## src/rtl/mcu_subsys_pkg.sv

```systemverilog
// Shared types and constants for the MCU subsystem memory-bus arbiter.
// Holds the arbiter FSM encoding, the request bundle and the default error word.
package mcu_subsys_pkg;

   typedef enum logic [1:0] {
      IDLE   = 2'd0,
      GRANT0 = 2'd1,
      GRANT1 = 2'd2
   } arb_state_e;

   typedef struct packed {
      logic [31:0] addr;
      logic [31:0] wdata;
      logic [3:0]  wstrb;
   } mem_req_t;

   localparam logic [31:0] ERR_RDATA_DEFAULT = 32'hDEAD_BEEF;

   // One-hot grant vector presented for a given arbiter state.
   function automatic logic [1:0] state_grant(arb_state_e s);
      logic [1:0] g;
      g = 2'b00;
      if (s == GRANT0) g = 2'b01;
      if (s == GRANT1) g = 2'b10;
      return g;
   endfunction

endpackage

```

## src/rtl/mcu_subsys_rr_pick2.sv

```systemverilog
// Combinational two-way round-robin picker.
// A lone requester always wins; on a tie the master not named by last_grant wins.
module mcu_subsys_rr_pick2 (
   input  logic [1:0] req,
   input  logic       last_grant,
   output logic [1:0] grant
);

   always_comb begin
      grant = req;
      if (req == 2'b11) begin
         grant = last_grant ? 2'b01 : 2'b10;
      end
   end

endmodule

```

## src/rtl/mcu_subsys_mem_arbiter.sv

```systemverilog
// Two-master, one-slave valid/ready memory arbiter with round-robin grant
// and a per-transfer watchdog that completes stalled accesses with an error word.
module mcu_subsys_mem_arbiter
   import mcu_subsys_pkg::*;
#(
   parameter int unsigned TIMEOUT_CYCLES = 255,
   parameter logic [31:0] ERR_RDATA      = ERR_RDATA_DEFAULT
) (
   input  logic        sys_clk,
   input  logic        rst,
   input  logic        m0_mem_valid,
   output logic        m0_mem_ready,
   input  logic [31:0] m0_mem_addr,
   input  logic [31:0] m0_mem_wdata,
   input  logic [3:0]  m0_mem_wstrb,
   output logic [31:0] m0_mem_rdata,
   input  logic        m1_mem_valid,
   output logic        m1_mem_ready,
   input  logic [31:0] m1_mem_addr,
   input  logic [31:0] m1_mem_wdata,
   input  logic [3:0]  m1_mem_wstrb,
   output logic [31:0] m1_mem_rdata,
   output logic        s_mem_valid,
   input  logic        s_mem_ready,
   output logic [31:0] s_mem_addr,
   output logic [31:0] s_mem_wdata,
   output logic [3:0]  s_mem_wstrb,
   input  logic [31:0] s_mem_rdata,
   output logic        timeout_pulse,
   output logic [7:0]  timeout_count,
   output logic [1:0]  grant_o
);

   localparam logic [7:0] WAIT_LIMIT = 8'(TIMEOUT_CYCLES - 1);

   arb_state_e  state_reg;
   logic        last_grant_reg;
   logic [7:0]  wait_cnt_reg;
   logic [7:0]  timeout_count_reg;

   logic [1:0]  m_valid;
   mem_req_t    m_req [2];
   logic [1:0]  pick_grant;
   logic        in_grant;
   logic        cur_idx;
   logic        cur_valid;
   logic        slave_done;
   logic        timeout_hit;
   mem_req_t    cur_req;
   logic [1:0]  m_ready;
   logic [31:0] m_rdata [2];

   assign m_valid  = {m1_mem_valid, m0_mem_valid};
   assign m_req[0] = '{addr: m0_mem_addr, wdata: m0_mem_wdata, wstrb: m0_mem_wstrb};
   assign m_req[1] = '{addr: m1_mem_addr, wdata: m1_mem_wdata, wstrb: m1_mem_wstrb};

   mcu_subsys_rr_pick2 u_pick (
      .req        (m_valid),
      .last_grant (last_grant_reg),
      .grant      (pick_grant)
   );

   assign in_grant  = (state_reg != IDLE);
   assign cur_idx   = (state_reg == GRANT1);
   assign cur_valid = in_grant && m_valid[cur_idx];

   // Completions are suppressed during reset so a late slave ready is never forwarded.
   assign slave_done  = cur_valid && s_mem_ready && !rst;
   assign timeout_hit = cur_valid && !s_mem_ready && (wait_cnt_reg == WAIT_LIMIT) && !rst;

   assign cur_req     = in_grant ? m_req[cur_idx] : '0;
   assign s_mem_valid = cur_valid && !timeout_hit;
   assign s_mem_addr  = cur_req.addr;
   assign s_mem_wdata = cur_req.wdata;
   assign s_mem_wstrb = cur_req.wstrb;

   for (genvar gi = 0; gi < 2; gi++) begin : g_master
      localparam logic IDX = 1'(gi);
      logic owns;
      assign owns        = in_grant && (cur_idx == IDX);
      assign m_ready[gi] = owns && (slave_done || timeout_hit);
      assign m_rdata[gi] = !owns      ? 32'h0 :
                           slave_done  ? s_mem_rdata :
                           timeout_hit ? ERR_RDATA : 32'h0;
   end

   assign m0_mem_ready  = m_ready[0];
   assign m1_mem_ready  = m_ready[1];
   assign m0_mem_rdata  = m_rdata[0];
   assign m1_mem_rdata  = m_rdata[1];
   assign timeout_pulse = timeout_hit;
   assign timeout_count = timeout_count_reg;
   assign grant_o       = state_grant(state_reg);

   always_ff @(posedge sys_clk) begin
      if (rst) begin
         state_reg         <= IDLE;
         last_grant_reg    <= 1'b1;
         wait_cnt_reg      <= 8'd0;
         timeout_count_reg <= 8'd0;
      end else begin
         if (timeout_hit && (timeout_count_reg != 8'hFF)) begin
            timeout_count_reg <= timeout_count_reg + 8'd1;
         end
         case (state_reg)
            IDLE: begin
               wait_cnt_reg <= 8'd0;
               if (pick_grant[0]) begin
                  state_reg <= GRANT0;
               end else if (pick_grant[1]) begin
                  state_reg <= GRANT1;
               end
            end
            GRANT0, GRANT1: begin
               // A master dropping valid mid-transfer forfeits without touching fairness.
               if (!cur_valid) begin
                  state_reg <= IDLE;
               end else if (slave_done || timeout_hit) begin
                  state_reg      <= IDLE;
                  last_grant_reg <= cur_idx;
               end else begin
                  wait_cnt_reg <= wait_cnt_reg + 8'd1;
               end
            end
            default: begin
               state_reg <= IDLE;
            end
         endcase
      end
   end

endmodule
```

## config.mk

```make
export PLATFORM = sky130hd
export DESIGN_NAME = mcu_subsys_mem_arbiter
export DESIGN_NICKNAME = d
export VERILOG_FILES = /design/src/rtl/mcu_subsys_pkg.sv /design/src/rtl/mcu_subsys_rr_pick2.sv /design/src/rtl/mcu_subsys_mem_arbiter.sv
export SDC_FILE = /design/constraint.sdc
export NUM_CORES = 1
export LEC_CHECK = 0
export CAP_MARGIN = 20
export CORE_AREA = 2 2 124 126
export CTS_CLUSTER_SIZE = 24
export DETAILED_ROUTE_END_ITERATION = 7
export DIE_AREA = 0 0 126 128
export HOLD_SLACK_MARGIN = 0.08
export REMOVE_ABC_BUFFERS = 1
export SLEW_MARGIN = 20
export SYNTH_ARGS = -nofsm -noshare
export SYNTH_HDL_FRONTEND = slang
export SYNTH_SLANG_ARGS = --single-unit
```

## constraint.sdc

```tcl
create_clock -name sys_clk -period 2.3 [get_ports sys_clk]
set_input_delay 0.46 -clock sys_clk [delete_from_list [all_inputs] [get_ports sys_clk]]
set_output_delay 0.46 -clock sys_clk [all_outputs]
set_load 0.005 [all_outputs]
```

After elaboration in Yosys (flattened, before gate mapping)
Cells that the tools add are included.
Widths: inputs -> output; s select.
Word-level totals
  logic and storage cells: 64
  register bits after elaboration: 19
Operators by class
  order comparisons: 2
  add/sub/neg operators: 2
  mux-type cells: 22
  equality and inequality tests: 9
  bitwise logic cells: 2
  reductions and logical operators: 23
Operator list (count)
  $mux 68: 4
  $mux 32: 4
  $add 8x1->8 const B: 2
  $mux 8: 2
  $pmux 8 s2: 1
  $mux 2: 7
  $logic_and 1x1->1: 12
  $eq 8x8->1 const B: 1
  $ne 8x8->1 const B: 1
  $ne 3x3->1 const B: 2
  $reduce_and 3->1: 2
  $eq 2x2->1 const B: 2
  $ne 2x2->1 const B: 2
  $pmux 2 s2: 1
  $reduce_bool 2->1: 2
  $logic_not 1->1: 3
  $mux 1: 3
  $eq 2x1->1 const B: 1
  $ge 2x2->1 const B: 1
  $logic_not 2->1: 1
  $lt 1x2->1 const B: 1
  $not 1->2: 1
  $reduce_and 2->1: 1
  $reduce_or 2->1: 1
  2 further kinds: 2

Logic depth before layout (Yosys ltp)
Gate-level depths: netlist of the first run.
  word-level depth: 11
  depth in mapped cells: 9
  gate-level depth less buffers: 7

By module
Synthesis of the first run repeated with hierarchy kept, for this count alone.
Unflattened totals
  cell total of the unflattened synthesis: 375
  area total of the unflattened synthesis: 2796.4 um^2
Modules (own cells, without submodules)
  mcu_subsys_mem_arbiter: instances 1, cells an instance 372, sequential area each 380.4 um^2, area each 2777.7 um^2
  mcu_subsys_rr_pick2: instances 1, cells an instance 3, sequential area each 0.0 um^2, area each 18.8 um^2

Worst setup path before layout of the first run
Ideal clock, no wire load.
  path kind: register to output
  start point: register state_reg[0]
  end point: output port m0_mem_rdata[19]
  slack: 16 ps
  required time: 1840 ps
  data arrival time: 1824 ps
  buffers on the path: 2
  stages on the path, launching flop included: 10
  cell sequence: dfxtp_1 -> inv_1 -> ha_1 -> buf_4 -> mux2_4 -> nand2_1 -> nor4b_4 -> buf_4 -> nor2_1 -> nor2_1
On the way
  longest elaborated chain between the ends: 10
  elaborated cells between the ends (all ways): 15
  classes of those cells: eq/ne: 1; mux: 5; bitwise: 1; reduce/logical: 8
Ends and longest elaborated chain
  start: declaration: RTL line mcu_subsys_mem_arbiter.sv:36  | arb_state_e state_reg;
  start signal: assignment: RTL line mcu_subsys_mem_arbiter.sv:97  | state_reg <= IDLE;
  start signal: assignment: RTL line mcu_subsys_mem_arbiter.sv:109  | state_reg <= GRANT0;
  start signal: assignment: RTL line mcu_subsys_mem_arbiter.sv:111  | state_reg <= GRANT1;
  $eq 2x2->1: RTL line mcu_subsys_mem_arbiter.sv:64  | assign cur_idx = (state_reg == GRANT1);
  net cur_idx: RTL line mcu_subsys_mem_arbiter.sv:45  | logic cur_idx;
  $mux 1 (implied by the code) (2 in series): RTL line mcu_subsys_mem_arbiter.sv:65  | assign cur_valid = in_grant && m_valid[cur_idx];
  $logic_and 1x1->1: RTL line mcu_subsys_mem_arbiter.sv:65
  $logic_and 1x1->1 (3 in series): RTL line mcu_subsys_mem_arbiter.sv:69  | assign timeout_hit = cur_valid && !s_mem_ready && (wait_cnt_reg == WAIT_LIMIT) && !rst;
  net timeout_pulse: RTL line mcu_subsys_mem_arbiter.sv:29  | output logic timeout_pulse,
  $mux 32: RTL line mcu_subsys_mem_arbiter.sv:84  | timeout_hit ? ERR_RDATA : 32'h0;
  $mux 32: RTL line mcu_subsys_mem_arbiter.sv:83  | slave_done ? s_mem_rdata :
  $mux 32: RTL line mcu_subsys_mem_arbiter.sv:82  | assign m_rdata[gi] = !owns ? 32'h0 :
  end: declaration: RTL line mcu_subsys_mem_arbiter.sv:16  | output logic [31:0] m0_mem_rdata,
The timed path passes the listed nets, and every way through them passes these cells. The select of a mux whose other input is x is not followed.

Final worst setup path of the first run
  start point: register state_reg[0]
  end point: output port m1_mem_rdata[26]
On the way
  longest elaborated chain between the ends: 10
  elaborated cells between the ends (all ways): 14
  classes of those cells: eq/ne: 1; mux: 5; reduce/logical: 8
Ends and longest elaborated chain
  $eq 2x2->1: RTL line mcu_subsys_mem_arbiter.sv:64
  $mux 1 (implied by the code) (2 in series): RTL line mcu_subsys_mem_arbiter.sv:65
  $logic_and 1x1->1: RTL line mcu_subsys_mem_arbiter.sv:65
  $logic_and 1x1->1 (3 in series): RTL line mcu_subsys_mem_arbiter.sv:69
  $mux 32: RTL line mcu_subsys_mem_arbiter.sv:84
  $mux 32: RTL line mcu_subsys_mem_arbiter.sv:83
  $mux 32 *: RTL line mcu_subsys_mem_arbiter.sv:82
  end: declaration: RTL line mcu_subsys_mem_arbiter.sv:22  | output logic [31:0] m1_mem_rdata,
Every way passes the cells marked *; elsewhere a longest branch is shown, timed or not. The select of a mux whose other input is x is not followed.

==> results of run 1 <==
per-stage QoR:
step                      std cells  cell area (um^2)  setup TNS (ns)
after global routing            948              7272          -17.41
after detailed placement        908              6232          -48.77
after CTS                       936              6832          -23.05
after global placement          908              6232          -46.07
final                           948              7272          -11.22
after floorplan                 365              2459         -303.39
power groups by stage:
stage	logic, mW	clock network [mW]	registers, mW
final	1.07	0.366	0.336
after global routing	1.14	0.387	0.337
after CTS	1.04	0.374	0.335
after detailed placement	0.924	0	0.342
after global placement	0.915	0	0.342
after floorplan	0.289	0	0.342
path summary, 6_finish.rpt:
check	startpoint	endpoint	slack [ns]
worst max-delay path	state_reg[0]$_SDFFE_PP0P_	m1_mem_rdata[26]	-0.27
worst min-delay path	wait_cnt_reg[6]$_SDFFE_PP0P_	wait_cnt_reg[6]$_SDFFE_PP0P_	0.50
worst max register to register	state_reg[1]$_SDFFE_PP0P_	wait_cnt_reg[6]$_SDFFE_PP0P_	0.23
worst min register to register	wait_cnt_reg[6]$_SDFFE_PP0P_	wait_cnt_reg[6]$_SDFFE_PP0P_	0.50
layout make-up:
type,instances,area (um^2),area share
Clock buffer,4,78.83,0.01084
Inverter,10,40.04,0.005506
Multi-Input combinational cell,336,2444,0.3360
Sequential cell,19,387.9,0.05334
Tap cell,188,235.2,0.03235
Timing Repair Buffer,391,4086,0.5619
logic make-up after synthesis:
family | after synthesis
AO/OA/AOI/OAI | 26
XOR/XNOR | 5
adder cells (fa/ha/maj) | 7
buffers and inverters | 36
flip-flops | 19
multiplexers | 73
AND/OR/NAND/NOR | 225
per-layer routing:
layer	GRT usage	wire [um]	vias up
li1	-	-	2058
met1	0.1943	6005	1974
met2	0.3918	9533	247
met3	0.05384	1564	34
met4	0.08080	645	0
met5	0	0	-
placed cells by master (no fill, tap or decap), types with 4 or more instances in the layout:
cell	count
xnor2_1	5
buf_4	33
buf_16	8
bufbuf_16	4
and2_4	16
dfxtp_1	15
buf_2	50
nor2_2	10
nor2_1	120
nand2_1	9
ha_1	4
nor3_1	5
nor2_4	28
inv_1	8
a21oi_1	7
dlymetal6s2s_1	50
mux2i_1	68
nand3_1	6
buf_12	8
buf_6	31
clkdlybuf4s50_1	179
dlygate4sd2_1	19
clkbuf_16	6
worst max-delay path: cells and delay by family, from the launching register on:
kind	cells	cell delay [ns]
and+or+nand+nor	4	0.50
adders and majority gates	1	0.17
muxes	1	0.22
DFF	1	0.35
buffers and inverters	5	0.61
what timing repair did:
| item | CTS | global route |
|---|---|---|
| resized for setup | 332 | 182 |
| setup buffers | 16 | 11 |
| pin swaps | 24 | 42 |
| cloned | 9 | 4 |
| endpoints found under the setup margin | 137 | 132 |
==> results.sh, run 1 <==
export IMPL_die_h_um=128
export IMPL_p_comb_frac=0.604
export IMPL_rows=45
export IMPL_hold_viol=0
export IMPL_ys_top_cells_by_count="nor2_1, mux2i_1, dfxtp_1, and2_1, nand2_1"
export IMPL_critPathLaunchType="flip-flop"
export IMPL_seqPwrFrac=0.190
export IMPL_start_util=0.1735
export IMPL_overflow=0
export IMPL_switchingPower_uw=538.0
export IMPL_worstMarginPinSlew_ns=0.4011
export IMPL_synth_area_mm2=0.002579
export IMPL_crit_slowest_cell="dfxtp_2"
export IMPL_pre_cts_ws_ns=-0.7075
export IMPL_crit_type="reg -> out"
export IMPL_worst_r2r_path_depth=9
export IMPL_drive_above_1_share=0.3000
export IMPL_synth_cell_types=42
export IMPL_end_kind="output port"
export IMPL_grt_usage=0.1987
export IMPL_ys_async_sr_fraction=0
export IMPL_yosysTopAreaCell="mux2i_1"
export IMPL_post_route_util=0.4892
export IMPL_dieArea_mm2=0.01613
export IMPL_numCtsBuffers=3
export IMPL_setup_viol=77
export IMPL_arrival_ns=2.11
export IMPL_post_drt_wl_per_cell_um=18.72
export IMPL_yosys_area_share_simple=0.3872
export IMPL_cts_sinks=19
export IMPL_peakVddDrop_uv=228.7
export IMPL_clk_path_buf_depth=2
export IMPL_synth_ff_type="dfxtp_1"
export IMPL_critPathMaxStageDelay_ns=0.35
export IMPL_synth_seq_cells=19
export IMPL_synth_most_common_cell="nor2_1"
export IMPL_ioPinCount=319
export IMPL_violations="negative setup slack"
export IMPL_leakage_nw=3.770
export IMPL_num_vias=4313
export IMPL_ys_seq_area_frac=0.1475
export IMPL_area_growth_pct=182.0
export IMPL_skew_ns=0.0005042
export IMPL_outcome="finished, violations left"
export IMPL_worst_ep_required_time_ns=1.84
export IMPL_ys_warnings_count=0
export IMPL_synth_fa_ha_area_frac=0.03396
export IMPL_crit_path_cell_trace="inv_4 -> ha_4 -> mux2_4 -> nand2_4 -> nor4b_4 -> buf_6 -> buf_12 -> buf_16 -> nor2_4 -> nor2_1 -> buf_2"
export IMPL_first_pass_iters=4
export IMPL_hold_buffers=0
export IMPL_worst_slack_ns=-0.2695
export IMPL_clk_pin_slew_ns=0.06
export IMPL_power_mw=1.770
export IMPL_clk_insertion_delay_late_ns=0.25
export IMPL_ys_top_cells_by_area="mux2i_1, nor2_1, dfxtp_1, and2_1, ha_1"
export IMPL_antenna_found_initial=0
export IMPL_muxShareOfSynthArea=0.2853
export IMPL_gp_congestion=0.9548
export IMPL_dp_hpwl_mm=12.67
export IMPL_synth_cells=391
export IMPL_coreArea_mm2=0.01486
export IMPL_critPathMaxFanout=5
export IMPL_synth_xor_area_share=0.01698
export IMPL_viasPerCell=4.550
export IMPL_port_buffers=318
export IMPL_hold_depth=2
export IMPL_avgSynthCellArea_um2=6.595
export IMPL_num_nets_final=941
export IMPL_synth_top_area_frac=0.2795
export IMPL_finalMaxSlewViolations=0
export IMPL_cap_violations=0
export IMPL_pwr_share_clk=0.206
export IMPL_grt_max_degree=26
export IMPL_worstHoldPathType="reg -> reg"
export IMPL_antenna_left=0
export IMPL_grt_first_pass_wirelength_mm=25.07
export IMPL_nFillCells=1413
export IMPL_drc=0
export IMPL_htree_levels=1
export IMPL_die_width_um=126
export IMPL_tritoncts="done"
export IMPL_synth_compound_area_frac=0.06793
export IMPL_grt_pass1_vias=4478
export IMPL_drt_iter0_markers=167
export IMPL_synth_top_family_by_area="simple AND/OR/NAND/NOR gates"
export IMPL_synth_edf_count=0
export IMPL_antennaDiodeCount=0
export IMPL_slew_headroom=0.7306
export IMPL_root_buffer="clkbuf_16"
export IMPL_post_route_period_util=1.117
export IMPL_whs_ns=0.5046
export IMPL_internal_power_mw=1.232
export IMPL_fin_crit_ns=2.569
export IMPL_fmax_mhz=389.2
export IMPL_rsz0062_at_grt="true"
export IMPL_switching_share=0.3039
export IMPL_drt_total_wl_mm=17.75
export IMPL_power_density_mw_per_mm2=243.4
No activity file was read; power rests on OpenSTA's default activity.
==> run 2: changes to the inputs <==
--- a/config.mk
+++ b/config.mk
@@ -6,11 +6,15 @@
 export NUM_CORES = 1
 export LEC_CHECK = 0
 export CAP_MARGIN = 20
-export CORE_AREA = 2 2 124 126
+export CELL_PAD_IN_SITES_DETAIL_PLACEMENT = 2
+export CELL_PAD_IN_SITES_GLOBAL_PLACEMENT = 2
+export CORE_MARGIN = 2
+export CORE_UTILIZATION = 10
 export CTS_CLUSTER_SIZE = 24
 export DETAILED_ROUTE_END_ITERATION = 7
-export DIE_AREA = 0 0 126 128
 export HOLD_SLACK_MARGIN = 0.08
+export MAX_ROUTING_LAYER = met4
+export PLACE_DENSITY_LB_ADDON = 0.1
 export REMOVE_ABC_BUFFERS = 1
 export SLEW_MARGIN = 20
 export SYNTH_ARGS = -nofsm -noshare
==> run 2 against run 1 <==
The flow still finishes with violations (negative setup slack). Routed wire length increased by 24%. Critical path type unchanged. Fmax increased by 0.50%. Register-to-register slack got worse by 0.04 ns.
==> results.sh, run 2 (synthesized netlist as in run 1, its figures left out) <==
export IMPL_outcome="finished, violations left"
export IMPL_violations="negative setup slack"
export IMPL_arrival_ns=2.10
export IMPL_fin_crit_ns=2.557
export IMPL_viasPerCell=3.974
export IMPL_post_dp_cell_area_mm2=0.006440
export IMPL_worstMarginPinSlew_ns=0.4365
export IMPL_numCtsBuffers=3
export IMPL_antenna_left=0
export IMPL_worst_ep_required_time_ns=1.84
export IMPL_pre_cts_ws_ns=-0.7564
export IMPL_num_vias=4415
export IMPL_clk_path_buf_depth=2
export IMPL_power_density_mw_per_mm2=236.4
export IMPL_hold_buffers=0
export IMPL_coreArea_mm2=0.02525
export IMPL_htree_levels=1
export IMPL_critPathLaunchType="flip-flop"
export IMPL_worstHoldPathType="reg -> reg"
export IMPL_grt_pass1_vias=5055
export IMPL_finalMaxSlewViolations=0
export IMPL_crit_type="reg -> out"
export IMPL_root_buffer="clkbuf_16"
export IMPL_dp_hpwl_mm=16.43
export IMPL_crit_slowest_cell="dfxtp_2"
export IMPL_fmax_mhz=391.1
export IMPL_grt_max_degree=26
export IMPL_crit_path_cell_trace="inv_4 -> ha_4 -> mux2_4 -> nand2_4 -> nor4b_4 -> buf_6 -> buf_12 -> buf_16 -> nor2_4 -> nor2_1 -> buf_2"
export IMPL_start_util=0.1021
export IMPL_hold_viol=0
export IMPL_final_cell_mix="clkdlybuf4s50_1, nor2_1, buf_2, mux2i_1, nor2_4"
export IMPL_cts_sinks=19
export IMPL_stdcell_area_mm2=0.007765
export IMPL_final_cells=1111
export IMPL_rsz0062_at_grt="true"
export IMPL_post_drt_wl_per_cell_um=19.85
export IMPL_cp_num_buf_inv=5
export IMPL_die_width_um=164.6
export IMPL_num_nets_final=960
export IMPL_critPathMaxStageDelay_ns=0.35
export IMPL_dieArea_mm2=0.02709
export IMPL_post_route_period_util=1.112
export IMPL_dp_cells=1054
export IMPL_drive_above_1_share=0.4044
export IMPL_clk_pin_slew_ns=0.06
export IMPL_setup_tns_ns=-11.12
export IMPL_skew_ns=0.004685
export IMPL_mostFrequentLayoutCell="clkdlybuf4s50_1"
export IMPL_slew_headroom=0.7068
export IMPL_antenna_found_initial=2
export IMPL_area_growth_pct=201.1
export IMPL_end_kind="output port"
export IMPL_rows=58
export IMPL_drc=0
export IMPL_grt_usage=0.1605
export IMPL_overflow=0
export IMPL_grt_first_pass_wirelength_mm=31.18
export IMPL_gp_congestion=0.7798
export IMPL_tritoncts="done"
export IMPL_die_h_um=164.6
export IMPL_clk_insertion_delay_late_ns=0.25
export IMPL_leakage_nw=3.209
export IMPL_setup_viol=76
export IMPL_port_buffers=318
export IMPL_drt_total_wl_mm=22.06
export IMPL_critPathMaxFanout=6
export IMPL_cap_violations=0
export IMPL_drt_iter0_markers=74
export IMPL_peakVddDrop_uv=223.6
export IMPL_critical_path_top_delay_family="buffers and inverters"
export IMPL_whs_ns=0.5490
export IMPL_worst_slack_ns=-0.2567
export IMPL_ioPinCount=319
export IMPL_first_pass_iters=4
==> run 2: changes by cell type in the layout (fill, tap and decap cells not counted), sizes merged <==
cell	change
buf	+51
dlymetal6s2s	-50
dlygate4sd2	+11
clkdlybuf4s15	+9
bufbuf	-3
diode	+2
clkbuf	+1
==> run 2: stage by stage <==
stage | power, mW | utilization
detailed placement | 1.308 | 0.2550
floorplan | 0.6308 | -
global route | 1.952 | 0.3075
finish | 1.836 | 0.3075
global placement | 1.294 | 0.2550
CTS | 1.842 | 0.2934
==> run 2: power by group <==
part | total, mW | internal, mW | switching, mW
Sequential | 0.336 | 0.332 | 0.00336
Clock | 0.373 | 0.236 | 0.137
Combinational | 1.13 | 0.671 | 0.455
Total | 1.84 | 1.24 | 0.596
==> run 2: worst paths after layout <==
kind | from | end | slack [ns] | cells past startpoint
min | timeout_count[4]$_SDFFE_PP0P_ | timeout_count[4]$_SDFFE_PP0P_ | 0.55 | 2
min reg2reg | timeout_count[4]$_SDFFE_PP0P_ | timeout_count[4]$_SDFFE_PP0P_ | 0.55 | 2
max reg2reg | state_reg[1]$_SDFFE_PP0P_ | wait_cnt_reg[6]$_SDFFE_PP0P_ | 0.19 | 9
max | state_reg[0]$_SDFFE_PP0P_ | m0_mem_rdata[28] | -0.26 | 11
==> run 2: what timing repair did <==
item / 4_1_cts / 5_1_grt
cloned: 17 / 2
gates resized for setup: 620 / 84
setup endpoints to repair: 137 / 125
pin swaps: 39 / 33
buffers inserted: 31 / 4
==> run 2: layout make-up <==
cell class / count / area, um^2
Antenna cell: 2 / 5.005
Clock buffer: 4 / 78.83
Fill cell: 2893 / 17490
Inverter: 10 / 40.04
Multi-Input combinational cell: 336 / 2684
Sequential cell: 19 / 385.4
Tap cell: 330 / 412.9
Timing Repair Buffer: 410 / 4159
==> run 2: layer usage <==
layer	track usage	vias to the layer above	wire [um]
li1	-	2104	-
met1	0.1519	2095	7630
met2	0.3239	208	12450
met3	0.04445	8	1768
met4	0.02569	0	205
met5	-	-	0
==> run 2: worst min-delay path, cell delays in order, from the launching register on <==
cell	delay (ns)
dfxtp_1	0.36
xnor2_1	0.08
nor2_1	0.07
